==> src/rtl/dsp_reset_sequencer.sv <==
// C6678 reset-pin sequencer: drives POR#, RESETFULL#, RESET# in power-on / full / warm order.
// Define RSTSTAT_TIMEOUT_EN to bound the RESETSTAT# wait and make rst_timeout functional.
module dsp_reset_sequencer #(
  parameter int unsigned      CNT_W         = 16,
  parameter logic [CNT_W-1:0] DEBOUNCE_CYC  = 16'd1000,
  parameter logic [CNT_W-1:0] POR_HOLD_CYC  = 16'd2000,
  parameter logic [CNT_W-1:0] FULL_HOLD_CYC = 16'd1000,
  parameter logic [CNT_W-1:0] WARM_HOLD_CYC = 16'd500,
  parameter logic [CNT_W-1:0] STAT_TMO_CYC  = 16'hFFFF
) (
  input  logic       clk,
  input  logic       rst_n,
  input  logic       full_rst_req_n,
  input  logic       warm_rst_req,
  input  logic       dsp_resetstat_n,
  output logic       dsp_por_n,
  output logic       dsp_resetfull_n,
  output logic       dsp_reset_n,
  output logic       rst_busy,
  output logic       rst_done,
  output logic       rst_timeout,
  output logic [2:0] dbg_state
);

  typedef enum logic [2:0] {
    ST_IDLE        = 3'd0,
    ST_POR_ASSERT  = 3'd1,
    ST_FULL_ASSERT = 3'd2,
    ST_WARM_ASSERT = 3'd3,
    ST_WAIT_STAT   = 3'd4
  } state_t;

`ifdef RSTSTAT_TIMEOUT_EN
  localparam bit TMO_EN = 1'b1;
`else
  localparam bit TMO_EN = 1'b0;
`endif

  // Terminal counts: the counter starts at 0 on state entry, so N cycles end at N-1.
  localparam logic [CNT_W-1:0] DEB_LAST  = DEBOUNCE_CYC  - CNT_W'(1);
  localparam logic [CNT_W-1:0] POR_LAST  = POR_HOLD_CYC  - CNT_W'(1);
  localparam logic [CNT_W-1:0] FULL_LAST = FULL_HOLD_CYC - CNT_W'(1);
  localparam logic [CNT_W-1:0] WARM_LAST = WARM_HOLD_CYC - CNT_W'(1);
  localparam logic [CNT_W-1:0] TMO_LAST  = STAT_TMO_CYC  - CNT_W'(1);
  localparam logic [CNT_W-1:0] CNT_MAX   = {CNT_W{1'b1}};

  state_t           state;
  state_t           state_next;
  logic [CNT_W-1:0] cnt;
  logic             cnt_clr;

  logic [1:0]       btn_sync;
  logic [1:0]       stat_sync;
  logic             btn_s;
  logic             stat_s;

  logic [CNT_W-1:0] deb_cnt;
  logic             deb_armed;
  logic             full_req;

  logic             por_next;
  logic             resetfull_next;
  logic             reset_next;
  logic             busy_next;
  logic             done_next;
  logic             tmo_set;
  logic             tmo_clr;
  logic             tmo_q;

  assign dbg_state = state;

  always_ff @(posedge clk or negedge rst_n) begin
    if (!rst_n) begin
      btn_sync  <= 2'b11;
      stat_sync <= 2'b00;
    end else begin
      btn_sync  <= {btn_sync[0], full_rst_req_n};
      stat_sync <= {stat_sync[0], dsp_resetstat_n};
    end
  end

  assign btn_s  = btn_sync[1];
  assign stat_s = stat_sync[1];

  // One request per press: accepting disarms until the button is seen released.
  assign full_req = deb_armed && !btn_s && (deb_cnt == DEB_LAST);

  always_ff @(posedge clk or negedge rst_n) begin
    if (!rst_n) begin
      deb_cnt   <= '0;
      deb_armed <= 1'b0;
    end else if (btn_s) begin
      deb_cnt   <= '0;
      deb_armed <= 1'b1;
    end else if (full_req) begin
      deb_cnt   <= '0;
      deb_armed <= 1'b0;
    end else if (deb_armed) begin
      deb_cnt   <= deb_cnt + CNT_W'(1);
    end
  end

  // warm_rst_req is a fire-and-forget pulse with no ready: it is taken only in IDLE
  // when no full request is present that cycle, and silently dropped otherwise.
  always_comb begin
    state_next = state;
    done_next  = 1'b0;
    tmo_set    = 1'b0;
    tmo_clr    = 1'b0;
    case (state)
      ST_IDLE: begin
        if (full_req) begin
          state_next = ST_POR_ASSERT;
          tmo_clr    = 1'b1;
        end else if (warm_rst_req) begin
          state_next = ST_WARM_ASSERT;
          tmo_clr    = 1'b1;
        end
      end
      ST_POR_ASSERT: begin
        if (cnt == POR_LAST) state_next = ST_FULL_ASSERT;
      end
      ST_FULL_ASSERT: begin
        if (cnt == FULL_LAST) state_next = ST_WAIT_STAT;
      end
      ST_WARM_ASSERT: begin
        if (full_req) begin
          state_next = ST_POR_ASSERT;
          tmo_clr    = 1'b1;
        end else if (cnt == WARM_LAST) begin
          state_next = ST_WAIT_STAT;
        end
      end
      ST_WAIT_STAT: begin
        if (full_req) begin
          state_next = ST_POR_ASSERT;
          tmo_clr    = 1'b1;
        end else if (stat_s) begin
          state_next = ST_IDLE;
          done_next  = 1'b1;
        end else if (TMO_EN && (cnt == TMO_LAST)) begin
          state_next = ST_IDLE;
          tmo_set    = 1'b1;
        end
      end
      default: state_next = ST_POR_ASSERT;
    endcase

    cnt_clr = (state_next != state);

    // Pins are decoded from the next state so they change on the transition edge.
    por_next       = 1'b0;
    resetfull_next = 1'b0;
    reset_next     = 1'b0;
    busy_next      = 1'b1;
    case (state_next)
      ST_IDLE: begin
        por_next       = 1'b1;
        resetfull_next = 1'b1;
        reset_next     = 1'b1;
        busy_next      = 1'b0;
      end
      ST_FULL_ASSERT: begin
        por_next       = 1'b1;
      end
      ST_WARM_ASSERT: begin
        por_next       = 1'b1;
        resetfull_next = 1'b1;
      end
      ST_WAIT_STAT: begin
        por_next       = 1'b1;
        resetfull_next = 1'b1;
        reset_next     = 1'b1;
      end
      default: begin
        por_next       = 1'b0;
        resetfull_next = 1'b0;
        reset_next     = 1'b0;
      end
    endcase
  end

  always_ff @(posedge clk or negedge rst_n) begin
    if (!rst_n) begin
      state <= ST_POR_ASSERT;
    end else begin
      state <= state_next;
    end
  end

  always_ff @(posedge clk or negedge rst_n) begin
    if (!rst_n) begin
      cnt <= '0;
    end else if (cnt_clr) begin
      cnt <= '0;
    end else if (cnt != CNT_MAX) begin
      cnt <= cnt + CNT_W'(1);
    end
  end

  always_ff @(posedge clk or negedge rst_n) begin
    if (!rst_n) begin
      dsp_por_n       <= 1'b0;
      dsp_resetfull_n <= 1'b0;
      dsp_reset_n     <= 1'b0;
      rst_busy        <= 1'b1;
      rst_done        <= 1'b0;
    end else begin
      dsp_por_n       <= por_next;
      dsp_resetfull_n <= resetfull_next;
      dsp_reset_n     <= reset_next;
      rst_busy        <= busy_next;
      rst_done        <= done_next;
    end
  end

  always_ff @(posedge clk or negedge rst_n) begin
    if (!rst_n) begin
      tmo_q <= 1'b0;
    end else if (tmo_clr) begin
      tmo_q <= 1'b0;
    end else if (tmo_set) begin
      tmo_q <= 1'b1;
    end
  end

  assign rst_timeout = TMO_EN ? tmo_q : 1'b0;

endmodule

==> config.mk <==
export PLATFORM = sky130hd
export DESIGN_NAME = dsp_reset_sequencer
export DESIGN_NICKNAME = d
export VERILOG_FILES = /design/src/rtl/dsp_reset_sequencer.sv
export SDC_FILE = /design/constraint.sdc
export NUM_CORES = 1
export LEC_CHECK = 0
export ABC_AREA = 1
export CELL_PAD_IN_SITES_DETAIL_PLACEMENT = 0
export CELL_PAD_IN_SITES_GLOBAL_PLACEMENT = 1
export CORE_ASPECT_RATIO = 0.6
export CORE_MARGIN = 2
export CORE_UTILIZATION = 25
export CTS_CLUSTER_SIZE = 10
export DETAILED_ROUTE_END_ITERATION = 7
export HOLD_SLACK_MARGIN = 0.08
export PLACE_DENSITY_LB_ADDON = 0.1
export SKIP_CTS_REPAIR_TIMING = 1
export SYNTH_ARGS = -nofsm -noshare
export SYNTH_HDL_FRONTEND = slang
export SYNTH_SLANG_ARGS = --single-unit
==> constraint.sdc <==
create_clock -name clk -period 2.15 [get_ports clk]
set_clock_uncertainty 0.1 [all_clocks]
set_input_delay 0.3225 -clock clk [delete_from_list [all_inputs] [get_ports clk]]
set_output_delay 0.3225 -clock clk [all_outputs]
set_load 0.1 [all_outputs]
* Yosys cells after proc, flatten, opt, wreduce, memory -nomap -nowiden
Index checks and enable logic that the tools add are counted.
Storage, ports and cells: bits in registers 45, input bits 5
Operators by class: add/sub/neg operators 2, eq/ne operators 13, muxes and demuxes 23, reduce and logical (&&, ||, !) cells 11
Operators with widths (count):
- 2-to-1 mux 16 bit | 5
- adder 16 x 1 -> 16 bit, second input constant | 2
- == test 16 x 10 -> 1 bit, second input constant | 2
- 2-to-1 mux 3 bit | 8
- == test 16 x 11 -> 1 bit, second input constant | 1
- == test 16 x 9 -> 1 bit, second input constant | 1
- != test 16 bit, second input constant | 1
- case mux 3 bit (5 select lines) | 1
- == test 3 x 2 -> 1 bit, second input constant | 4
- 2-to-1 mux 1 bit | 9
- == test 3 bit, second input constant | 2
- logical NOT 3 bit | 2
- nonzero test 2 bit | 2
- OR reduction 4 bit | 1
- == test 3 x 1 -> 1 bit, second input constant | 1
- != test 3 bit | 1
- nonzero test 3 bit | 1
- OR reduction 3 bit | 1
- logical AND 1 bit | 2
- OR reduction 2 bit | 1
- logical NOT 1 bit | 1

* Logic depth before layout (Yosys ltp)
Gate-level depths: netlist (run 1).
depth in word-level cells 8, gate-level depth with buffers 14, gate-level depth less buffers 13

* Least setup slack after synthesis (run 1)
Ideal clock, no wire load.
path kind reg-to-reg, start point register state[2], in the netlist dbg_state[2], end point register cnt[12], setup time 0.122 ns, arrival 2.100 ns, setup slack -0.172 ns, stages on the path, launching flop included 13, path buffers 1, clock period less this slack 2.322 ns, cell sequence dfrtp_1 -> inv_1 -> nand3_1 -> inv_1 -> nand2_1 -> nand2_1 -> nor2_4 -> nand3_4 -> nand2_2 -> nand2_2 -> nand3_4 -> buf_8 -> nor2_2
RTL lines:
- start, declared | RTL line 47 | state_t state;
- start signal, assigned | RTL line 187 | state <= state_next;
- == test 3 bit (tied with other cells) | RTL line 110 | case (state)
- case mux 3 bit (5 select lines) (*) | RTL line 110
- net state_next[0] | RTL line 48 | state_t state_next;
- != test 3 bit (*) | RTL line 149 | cnt_clr = (state_next != state);
- 2-to-1 mux 16 bit / nonzero test 2 bit (equally long branches)
- end signal, assigned | RTL line 197 | cnt <= cnt + CNT_W'(1);
- end, declared | RTL line 49 | logic [CNT_W-1:0] cnt;
The timed path passes the listed nets; every way through them passes the cells marked *. A chain may end at the register's enable or synchronous reset.

* Final worst setup path (run 1)
start point register cnt[0], end point register cnt[14]
Between the ends: cells in the longest elaborated chain, start to end 6
Ends and longest elaborated chain:
- == test 16 x 9 -> 1 bit | RTL line 130 | end else if (cnt == WARM_LAST) begin
- 2-to-1 mux 3 bit | RTL line 130
- 2-to-1 mux 3 bit | RTL line 127 | if (full_req) begin
- case mux 3 bit (5 select lines) (*) | RTL line 110
- net state_next[0] | RTL line 48
- != test 3 bit (*) | RTL line 149
- 2-to-1 mux 16 bit / nonzero test 2 bit (equally long branches)
The timed path passes the listed nets; every way through them passes the cells marked *. The select of a mux whose other input is x is not followed.

==> results of run 1 <==
## layout make-up
type | count | area share (%)
tap | 135 | 5.34
timing repair buffer | 32 | 8.62
multi-input combinational | 229 | 40.5
clock inverter | 2 | 0.475
sequential | 45 | 36.0
inverter | 42 | 4.98
clock buffer | 6 | 4.07
## cells in the mapped netlist (all sizes together) (2+ instances only)
library cell  count  area share [%]
dfrtp            41              40
buf               4             1.3
nand2            74              12
o22ai             6             1.5
nand4             6             2.0
nor3              6             1.8
a21oi             5            0.98
a32o              2            0.78
nor2             62              11
nand3            31             7.6
xnor2             3             1.0
dfstp             4             4.1
xor2             11             3.8
ha                2            0.98
o21ai            13             2.5
inv              41             6.0
## worst register-to-register path: stages (launching register included)
cell,delay [ns]
sky130_fd_sc_hd__dfrtp_2,0.40
sky130_fd_sc_hd__ha_4,0.19
sky130_fd_sc_hd__nand3_1,0.13
sky130_fd_sc_hd__nor2_1,0.12
sky130_fd_sc_hd__nand2_1,0.09
sky130_fd_sc_hd__nand2_1,0.08
sky130_fd_sc_hd__nand2_1,0.09
sky130_fd_sc_hd__nor2_4,0.13
sky130_fd_sc_hd__nand3_4,0.11
sky130_fd_sc_hd__nand2_2,0.08
sky130_fd_sc_hd__nand2_2,0.09
sky130_fd_sc_hd__nand3_4,0.21
sky130_fd_sc_hd__nor2_2,0.05
## path summary, 6_finish.rpt
kind | start | to
min | btn_sync[0] | btn_sync[1]
max in group asynchronous | rst_n | rst_busy
max | cnt[0] | cnt[14]
max reg2reg | cnt[0] | cnt[14]
min in group asynchronous | rst_n | deb_cnt[1]
min reg2reg | btn_sync[0] | btn_sync[1]
## logic make-up (layout without fill, tap and decap cells)
group	Yosys count	in the layout
xor+xnor	14	14
flops	45	45
compound gates	30	30
simple gates	181	182
other cells	1	1
fa+ha+maj	2	2
buf+inv	46	82
## sequential cells by signal (all words and copies together) (netlist names)
| register | cells |
|---|---|
| btn_sync | 2 |
| deb_cnt | 16 |
| rst_done | 1 |
| dsp_reset_n | 1 |
| dsp_por_n | 1 |
| stat_sync | 2 |
| deb_armed | 1 |
| cnt | 16 |
| dsp_resetfull_n | 1 |
| rst_busy | 1 |
| dbg_state | 3 |
## layer usage
metal	vias up	wire [µm]	GRT usage (%)	part of all wire, %
met5	-	0	0	0
met4	0	82	4.11	1.2
met3	7	315	3.42	4.4
met2	31	2120	14.3	30
met1	937	4580	24.3	65
li1	1094	-	-	-
## where the power goes
group / switching (W) / total, W / leakage (nW) / internal, W
Clock: 0.000348 / 0.000780 / 0.0631 / 0.000432
Sequential: 0.00000695 / 0.000865 / 0.573 / 0.000858
Combinational: 0.0000534 / 0.0000797 / 0.739 / 0.0000264
Total: 0.000408 / 0.00172 / 1.37 / 0.00132
## per-stage QoR
stage	worst slack [ns]	cell area, µm²
after floorplan	0.0448	2560
after CTS	-0.0414	3100
after global placement	-0.0782	2960
final	0.170	3160
after global routing	0.00311	3160
after detailed placement	-0.0470	2960
==> summary.md, run 1 <==
- sky130_fd_sc_hd__dfrtp_2 — critical path's slowest cell
- 0.505 GHz — highest clock frequency the design can meet
- simple AND/OR/NAND/NOR gates — main combinational cell family by area after synthesis
- 2.05 ns — data arrival time at the worst-slack endpoint
- 1.37 nW — leakage power
- 0 — endpoints failing setup
- 5380 µm — Post-DP HPWL
- 45 — clock net sink count
- 32.0% — fraction of the core area covered by cells at the end of the flow
- 14 — io pins
- 4.21 — via count normalized by instance count
- 0 — # Max-Cap Violations
- 25.8% — fraction of final layout cells sized beyond drive strength 1
- 319 — number of standard cells after synthesis
- 0.00128 mm² — area of the multi-input gates
- 35.2% — area fraction in and, or, nand and nor cells after synthesis
- 44.3% — sequential-to-total area share from yosys stat
- 1961 — number of global-route vias before repair
- 25 — largest net degree at the start of global routing
- 0 — final count of pins violating max slew
- 2.22 ns — required time of the critical path
- 0.795 — final weighted congestion of routability-driven global placement
- 1080 — filler instances
- 481 — cell total after placement
- 5 — TritonCTS buffer count
- 0.00988 mm² — core region area
- 0 — count of inserted antenna diode cells
- 0 ns — setup TNS
- 8 — highest fanout seen on the critical path
- sky130_fd_sc_hd__nand2_1, sky130_fd_sc_hd__nor2_1, sky130_fd_sc_hd__dfrtp_1 — top library cells by usage in the layout, fill and taps aside
- sky130_fd_sc_hd__nand2_1 — dominant cell type by count on the critical path
- 7.06% — compound-cell area share of the yosys netlist
- 491 — final cell count without fillers
- 13.8% — Global Route Usage Sum
- 0 — worst hold path cell count
- 134 µm — horizontal die dimension
- 14.4 µm — Routed wire per std cell
- 8.00 µm² — Avg Synthesized Cell Area
- 12 — Port Buffers
- 0 — initial antenna violation count
- 0 — number of buffer and inverter instances along the worst setup path
- 0 — Yosys Warn Count
- 92.1% — crit share post-route
- reg -> reg — class of the worst hold path
- 0.40 ns — CP max stage delay
- 2 — maximum number of buffers from clock root to sink
- reg -> reg — kind of critical path
- 114 — initial drt markers
- 545 mW/mm² — total power divided by cell area
- 326 — syn_nets
- 12 — number of stages on the worst setup path
- 12 — r2r worst-path depth
- 28 — number of standard-cell rows in the floorplan
- 0 — post-detailed-route DRC marker count
- 4.80% — xor and xnor fraction of the mapped netlist area
- 0 — number of enable flip-flop cells after synthesis
- 362 — Total Nets Final
- 0.257 ns — hold_ws
- 1.98 ns — post-layout minimum cycle time
- 0.980% — Adder-Cell Fraction of Synth Area
- simple AND/OR/NAND/NOR gates — kind of cell with the highest combined delay on the critical path
- 2069 — number of vias in the routed layout
- 0 — Fin. Hold Viols
- 36 — distinct cell type count after synthesis
- 25.8% — initial cell density of the core
- 0.0111 mm² — Die Area
- 0.00172 W — Tot Pwr
- 0.00114 mm² — register area
- 0% — mux cell area share after synthesis
- 0.29 ns — latest clock arrival within the worst-skew pair
- 11100 µm — global-route wire length before repair
- 0 — Final ANT Viol Nets
- flop — Worst setup EP type
- complete, no violations — status
- 0.299 mV — maximum VDD drop
- 45 — register bit total from synthesis
- 0.07 ns — register clock-pin slew on the reported worst setup and hold paths
- false — setup repair after global routing missed its margin
- 0.00255 mm² — synthesized cell area
- 82.3 µm — Die Span Y
- 100% — async set or reset register ratio after synthesis
- sky130_fd_sc_hd__clkbuf_16 — Root Driver
- built — TritonCTS clock tree
- 0.17 ns — minimum setup slack among reg-to-reg paths
- 2 — maximum level of the CTS H-tree
- 0 — grt ovf
- 7090 µm — total detailed-routing wirelength
- ha_4 > nand3_1 > nor2_1 > nand2_1 > nand2_1 > nand2_1 > nor2_4 > nand3_4 > nand2_2 > nand2_2 > nand3_4 > nor2_2 — cells traversed along the worst timing path
- 4 — detailed-router iteration count before antenna repair
- 23.9% — area added between synthesis and finish
- sky130_fd_sc_hd__nand2_1 — most frequent standard cell in the layout excluding fill and tap cells
- sky130_fd_sc_hd__dfrtp_1 — leading register cell type out of synthesis
- flop — kind of start point of the critical path
No activity file was read; power rests on OpenSTA's default activity.
==> inputs of run 2 (changes only) <==
- CORE_MARGIN: 2 -> 3
==> summary.md, run 2 (synthesis results as in run 1) <==
- complete, no violations — status
- 0.186 ns — Final WS setup
- 4.21 — via count normalized by instance count
- 0.28 ns — latest clock arrival within the worst-skew pair
- 4 — detailed-router iteration count before antenna repair
- 585 mW/mm² — total power divided by cell area
- 59.4% — Max transition margin
- 2.04 ns — data arrival time at the worst-slack endpoint
- 0.803 — final weighted congestion of routability-driven global placement
- 12 — Port Buffers
- 46 — largest net degree at the start of global routing
- in -> async — class of the worst hold path
- 0.509 GHz — highest clock frequency the design can meet
- 0 — initial antenna violation count
- 0.0368 ns — Worst Setup Slack post-DPL
- 0 — endpoints failing setup
- flop — Worst setup EP type
- 0 — # Max-Cap Violations
- 14 — io pins
- 0 — final count of pins violating max slew
- 136 µm — horizontal die dimension
- 0.19 ns — minimum setup slack among reg-to-reg paths
- 187 — initial drt markers
- 1.36 nW — leakage power
- flop — kind of start point of the critical path
- 2034 — number of vias in the routed layout
- 0 — Fin. Hold Viols
- 91.4% — crit share post-route
- 0.06 ns — register clock-pin slew on the reported worst setup and hold paths
- 26.7% — initial cell density of the core
- 45 — clock net sink count
- 0 ns — setup TNS
- 47.1% — Flop pwr share
- 27 — number of standard-cell rows in the floorplan
- 0.609 ns — worst slew pin tran
- 84.3 µm — Die Span Y
- 24.1% — fraction of final layout cells sized beyond drive strength 1
- 0.347 mV — maximum VDD drop
- 1939 — number of global-route vias before repair
- 5030 µm — Post-DP HPWL
- 1.96 ns — post-layout minimum cycle time
- 0 — Final ANT Viol Nets
- 5 — TritonCTS buffer count
- 0.00956 mm² — core region area
- 10800 µm — global-route wire length before repair
- reg -> reg — kind of critical path
- 12.1% — Global Route Usage Sum
- 2.22 ns — required time of the critical path
- 0.000374 W — reported net switching power
- 0 — post-detailed-route DRC marker count
- 359 — Total Nets Final
- 3.9% — proportion of power drawn by combinational gates
- 1002 — filler instances
- 16 — highest fanout seen on the critical path
- false — setup repair after global routing missed its margin
- 0 — count of inserted antenna diode cells
- 0.00146 W — internal power component
- 2 — maximum level of the CTS H-tree
- sky130_fd_sc_hd__nand2_1, sky130_fd_sc_hd__nor2_1, sky130_fd_sc_hd__dfrtp_1 — top library cells by usage in the layout, fill and taps aside
- 48.9% — share of total power in the clock network
- 2 — maximum number of buffers from clock root to sink
- sky130_fd_sc_hd__clkbuf_16 — Root Driver
- sky130_fd_sc_hd__nand2_1 — most frequent standard cell in the layout excluding fill and tap cells
- 13.4 µm — Routed wire per std cell
- 0.00183 W — Tot Pwr
- 474 — cell total after placement
- 22.8% — area added between synthesis and finish
- 6470 µm — total detailed-routing wirelength
- 20.4% — fraction of power spent switching nets
- 0.0115 mm² — Die Area
- built — TritonCTS clock tree
- 483 — final cell count without fillers
- 0 — grt ovf
run 2: changes by cell type in the layout (fill, tap and decap cells not counted), moves of 2 or more:
| cell | delta |
|---|---|
| sky130_fd_sc_hd__nor2_2 | -3 |
| sky130_fd_sc_hd__clkinvlp_4 | -2 |
| sky130_fd_sc_hd__nand3_4 | -2 |
| sky130_fd_sc_hd__nor2_1 | +2 |
run 2: power by group through the flow:
stage               clock network (W)   logic, W  registers, W
finish                       0.000898  0.0000722      0.000865
CTS                          0.000934  0.0000742      0.000864
global placement                    0  0.0000750      0.000880
global route                 0.000967  0.0000801      0.000865
detailed placement                  0  0.0000739      0.000880
floorplan                           0  0.0000327      0.000879
run 2: critical path, cell delays in order (launching register included):
cell	delay, ns
sky130_fd_sc_hd__dfrtp_1	0.46
sky130_fd_sc_hd__nor2_1	0.16
sky130_fd_sc_hd__nand2_1	0.11
sky130_fd_sc_hd__nor2_1	0.10
sky130_fd_sc_hd__nand2_1	0.08
sky130_fd_sc_hd__nand2_1	0.10
sky130_fd_sc_hd__nand2_1	0.09
sky130_fd_sc_hd__nor2_4	0.13
sky130_fd_sc_hd__nand3_4	0.10
sky130_fd_sc_hd__nand2_2	0.07
sky130_fd_sc_hd__nand2_2	0.06
sky130_fd_sc_hd__nand3_4	0.06
sky130_fd_sc_hd__buf_12	0.16
sky130_fd_sc_hd__nor2_1	0.05
run 2: layout make-up:
cell class	count	area [µm²]	share of cell area (%)
clock buffer	7	143	4.55
clock inverter	1	30.0	0.958
inverter	42	158	5.03
multi-input combinational	228	1250	39.8
sequential	45	1140	36.3
tap	130	163	5.19
timing repair buffer	30	255	8.14
run 2: metrics by stage:
| stage | utilization [%] | hold WS (ns) | area (µm²) |
|---|---|---|---|
| after floorplan | - | -0.0731 | 2560 |
| after global placement | 30.6 | 0.241 | 2920 |
| after detailed placement | 30.6 | 0.247 | 2920 |
| after CTS | 32.4 | 0.0629 | 3100 |
| after global routing | 32.8 | 0.0869 | 3130 |
| final | 32.8 | 0.0363 | 3130 |
run 2: path summary, 6_finish.rpt:
| check | from | end | depth (start not counted) |
|---|---|---|---|
| min reg2reg | btn_sync[0] | btn_sync[1] | 0 |
| max in group asynchronous | rst_n | dbg_state[2] | 2 |
| min | rst_n | deb_cnt[9] | 2 |
| max reg2reg | cnt[11] | cnt[4] | 13 |
| max | cnt[11] | cnt[4] | 13 |
| min in group clk | btn_sync[0] | btn_sync[1] | 0 |
run 2: per-layer routing:
metal	wire length, µm	track usage [%]	part of all wire [%]
met1	4270	22.4	66
met5	0	0	0
met4	44	2.47	0.68
met3	233	3.29	3.6
met2	1930	12.2	30
==> inputs of run 3 (changes only) <==
--- a/config.mk
+++ b/config.mk
@@ -12,3 +12,3 @@
 export CORE_MARGIN = 3
-export CORE_UTILIZATION = 25
+export CORE_UTILIZATION = 45
 export CTS_CLUSTER_SIZE = 10
--- a/constraint.sdc
+++ b/constraint.sdc
@@ -4,2 +4,2 @@
 set_output_delay 0.3225 -clock clk [all_outputs]
-set_load 0.1 [all_outputs]
+set_load 0.005 [all_outputs]
==> summary.md, run 3 (synthesis results as in run 1) <==
- complete, no violations — status
- 25 — largest net degree at the start of global routing
- 2 — maximum number of buffers from clock root to sink
- 56.8% — fraction of the core area covered by cells at the end of the flow
- 0 — count of inserted antenna diode cells
- 92.6% — crit share post-route
- 5 — TritonCTS buffer count
- 2 — maximum level of the CTS H-tree
- deb_cnt[0] — origin of the critical flop-to-flop path
- 0 — grt ovf
- 1.73 ns — required time of the critical path
- 0 — post-detailed-route DRC marker count
- primary output — Worst setup EP type
- 507 mW/mm² — total power divided by cell area
- 356 — Total Nets Final
- reg -> out — kind of critical path
- 0 — Final ANT Viol Nets
- in -> async — class of the worst hold path
- 0.218 mV — maximum VDD drop
- 103 µm — horizontal die dimension
- 0.00113 mm² — register area
- 5.03 — via count normalized by instance count
- sky130_fd_sc_hd__nand2_1 — most frequent standard cell in the layout excluding fill and tap cells
- 1.32 nW — leakage power
- sky130_fd_sc_hd__nand2_1, sky130_fd_sc_hd__nor2_1, sky130_fd_sc_hd__dfrtp_1 — top library cells by usage in the layout, fill and taps aside
- sky130_fd_sc_hd__clkbuf_8 — Root Driver
- 0.502 GHz — highest clock frequency the design can meet
- 45 — clock net sink count
- 112 — initial drt markers
- built — TritonCTS clock tree
- 0 — endpoints failing setup
- 10200 µm — global-route wire length before repair
- 21.7% — fraction of final layout cells sized beyond drive strength 1
- 1.57 ns — data arrival time at the worst-slack endpoint
- 0.235 ns — hold_ws
- 0.834 — final weighted congestion of routability-driven global placement
- true — setup repair after global routing missed its margin
- 0 — # Max-Cap Violations
- 17.0% — area added between synthesis and finish
- 48.6% — initial cell density of the core
- 4 — detailed-router iteration count before antenna repair
- 0.00281 mm² — area after detailed placement
- 0.19 ns — minimum setup slack among reg-to-reg paths
- 20.1% — Global Route Usage Sum
- 0.09 ns — register clock-pin slew on the reported worst setup and hold paths
- 0.00129 mm² — area of the multi-input gates
- cnt[11] — FF-to-FF End
- 0 — final count of pins violating max slew
- 1966 — number of global-route vias before repair
- 0.30 ns — latest clock arrival within the worst-skew pair
- 1950 µm — met2 wire length
- 507 — filler instances
- 14 — io pins
- 6 — highest fanout seen on the critical path
- 9 — r2r worst-path depth
- 379 µm — met3 wirelength from detailed routing
- met4 — top routing layer used
- 14.3 µm — Routed wire per std cell
- 20 — number of standard-cell rows in the floorplan
- 3600 µm — wl on met1
- 0.00526 mm² — core region area
- 0.00664 mm² — Die Area
- 1.99 ns — post-layout minimum cycle time
- flop — kind of start point of the critical path
- 12 — Port Buffers
- 0.00299 mm² — post-route design area
- 2091 — number of vias in the routed layout
- 64.3 µm — Die Span Y
- 0 — Fin. Hold Viols
- 5940 µm — total detailed-routing wirelength
- 4470 µm — Post-DP HPWL
- 0 — initial antenna violation count
==> run 3: worst max path at each step <==
| stage | depth (start not counted) | from | end | slack (ns) |
|---|---|---|---|---|
| after floorplan | 13 | cnt[0] | cnt[12] | 0.32 |
| after global placement | 9 | cnt[0] | cnt[13] | 0.06 |
| after detailed placement | 10 | cnt[0] | cnt[6] | 0.07 |
| after CTS | 9 | cnt[0] | cnt[13] | 0.05 |
| after global routing | 9 | deb_cnt[0] | cnt[1] | -0.02 |
| final | 2 | dbg_state[0] | dbg_state[0] | 0.16 |
==> run 3: worst max-delay path: stages (launching register included) <==
cell	delay [ns]
sky130_fd_sc_hd__dfstp_2	0.59
sky130_fd_sc_hd__buf_4	0.16
sky130_fd_sc_hd__clkdlybuf4s50_1	0.51
==> run 3: power by group <==
group          internal [W]  switching (W)  leakage, nW   total, W
Clock              0.000291       0.000296       0.0542   0.000587
Combinational     0.0000221      0.0000419        0.687  0.0000639
Sequential         0.000857     0.00000765        0.575   0.000865
==> run 3: per-layer routing <==
layer	up-vias	global-route usage [%]
li1	1083	-
met1	943	36.7
met2	63	22.0
met3	2	3.93
met4	0	4.36
met5	-	0
==> run 3: metrics by stage <==
step / power (W) / std cells / setup TNS, ns / worst slack, ns
after floorplan: 0.000905 / 319 / 0 / 0.324
after global placement: 0.000943 / 405 / 0 / 0.0568
after CTS: 0.00153 / 413 / 0 / 0.0470
after detailed placement: 0.000944 / 405 / 0 / 0.0657
after global routing: 0.00158 / 416 / -0.0174 / -0.0174
final: 0.00152 / 416 / 0 / 0.159
==> run 3: final cells by class <==
| type | instances | area share [%] |
|---|---|---|
| clock buffers | 7 | 3.23 |
| clock inverters | 1 | 0.168 |
| inverters | 42 | 5.28 |
| multi-input cells | 229 | 43.2 |
| flip-flops and latches | 45 | 37.9 |
| well taps | 66 | 2.76 |
| repair buffers | 26 | 7.46 |
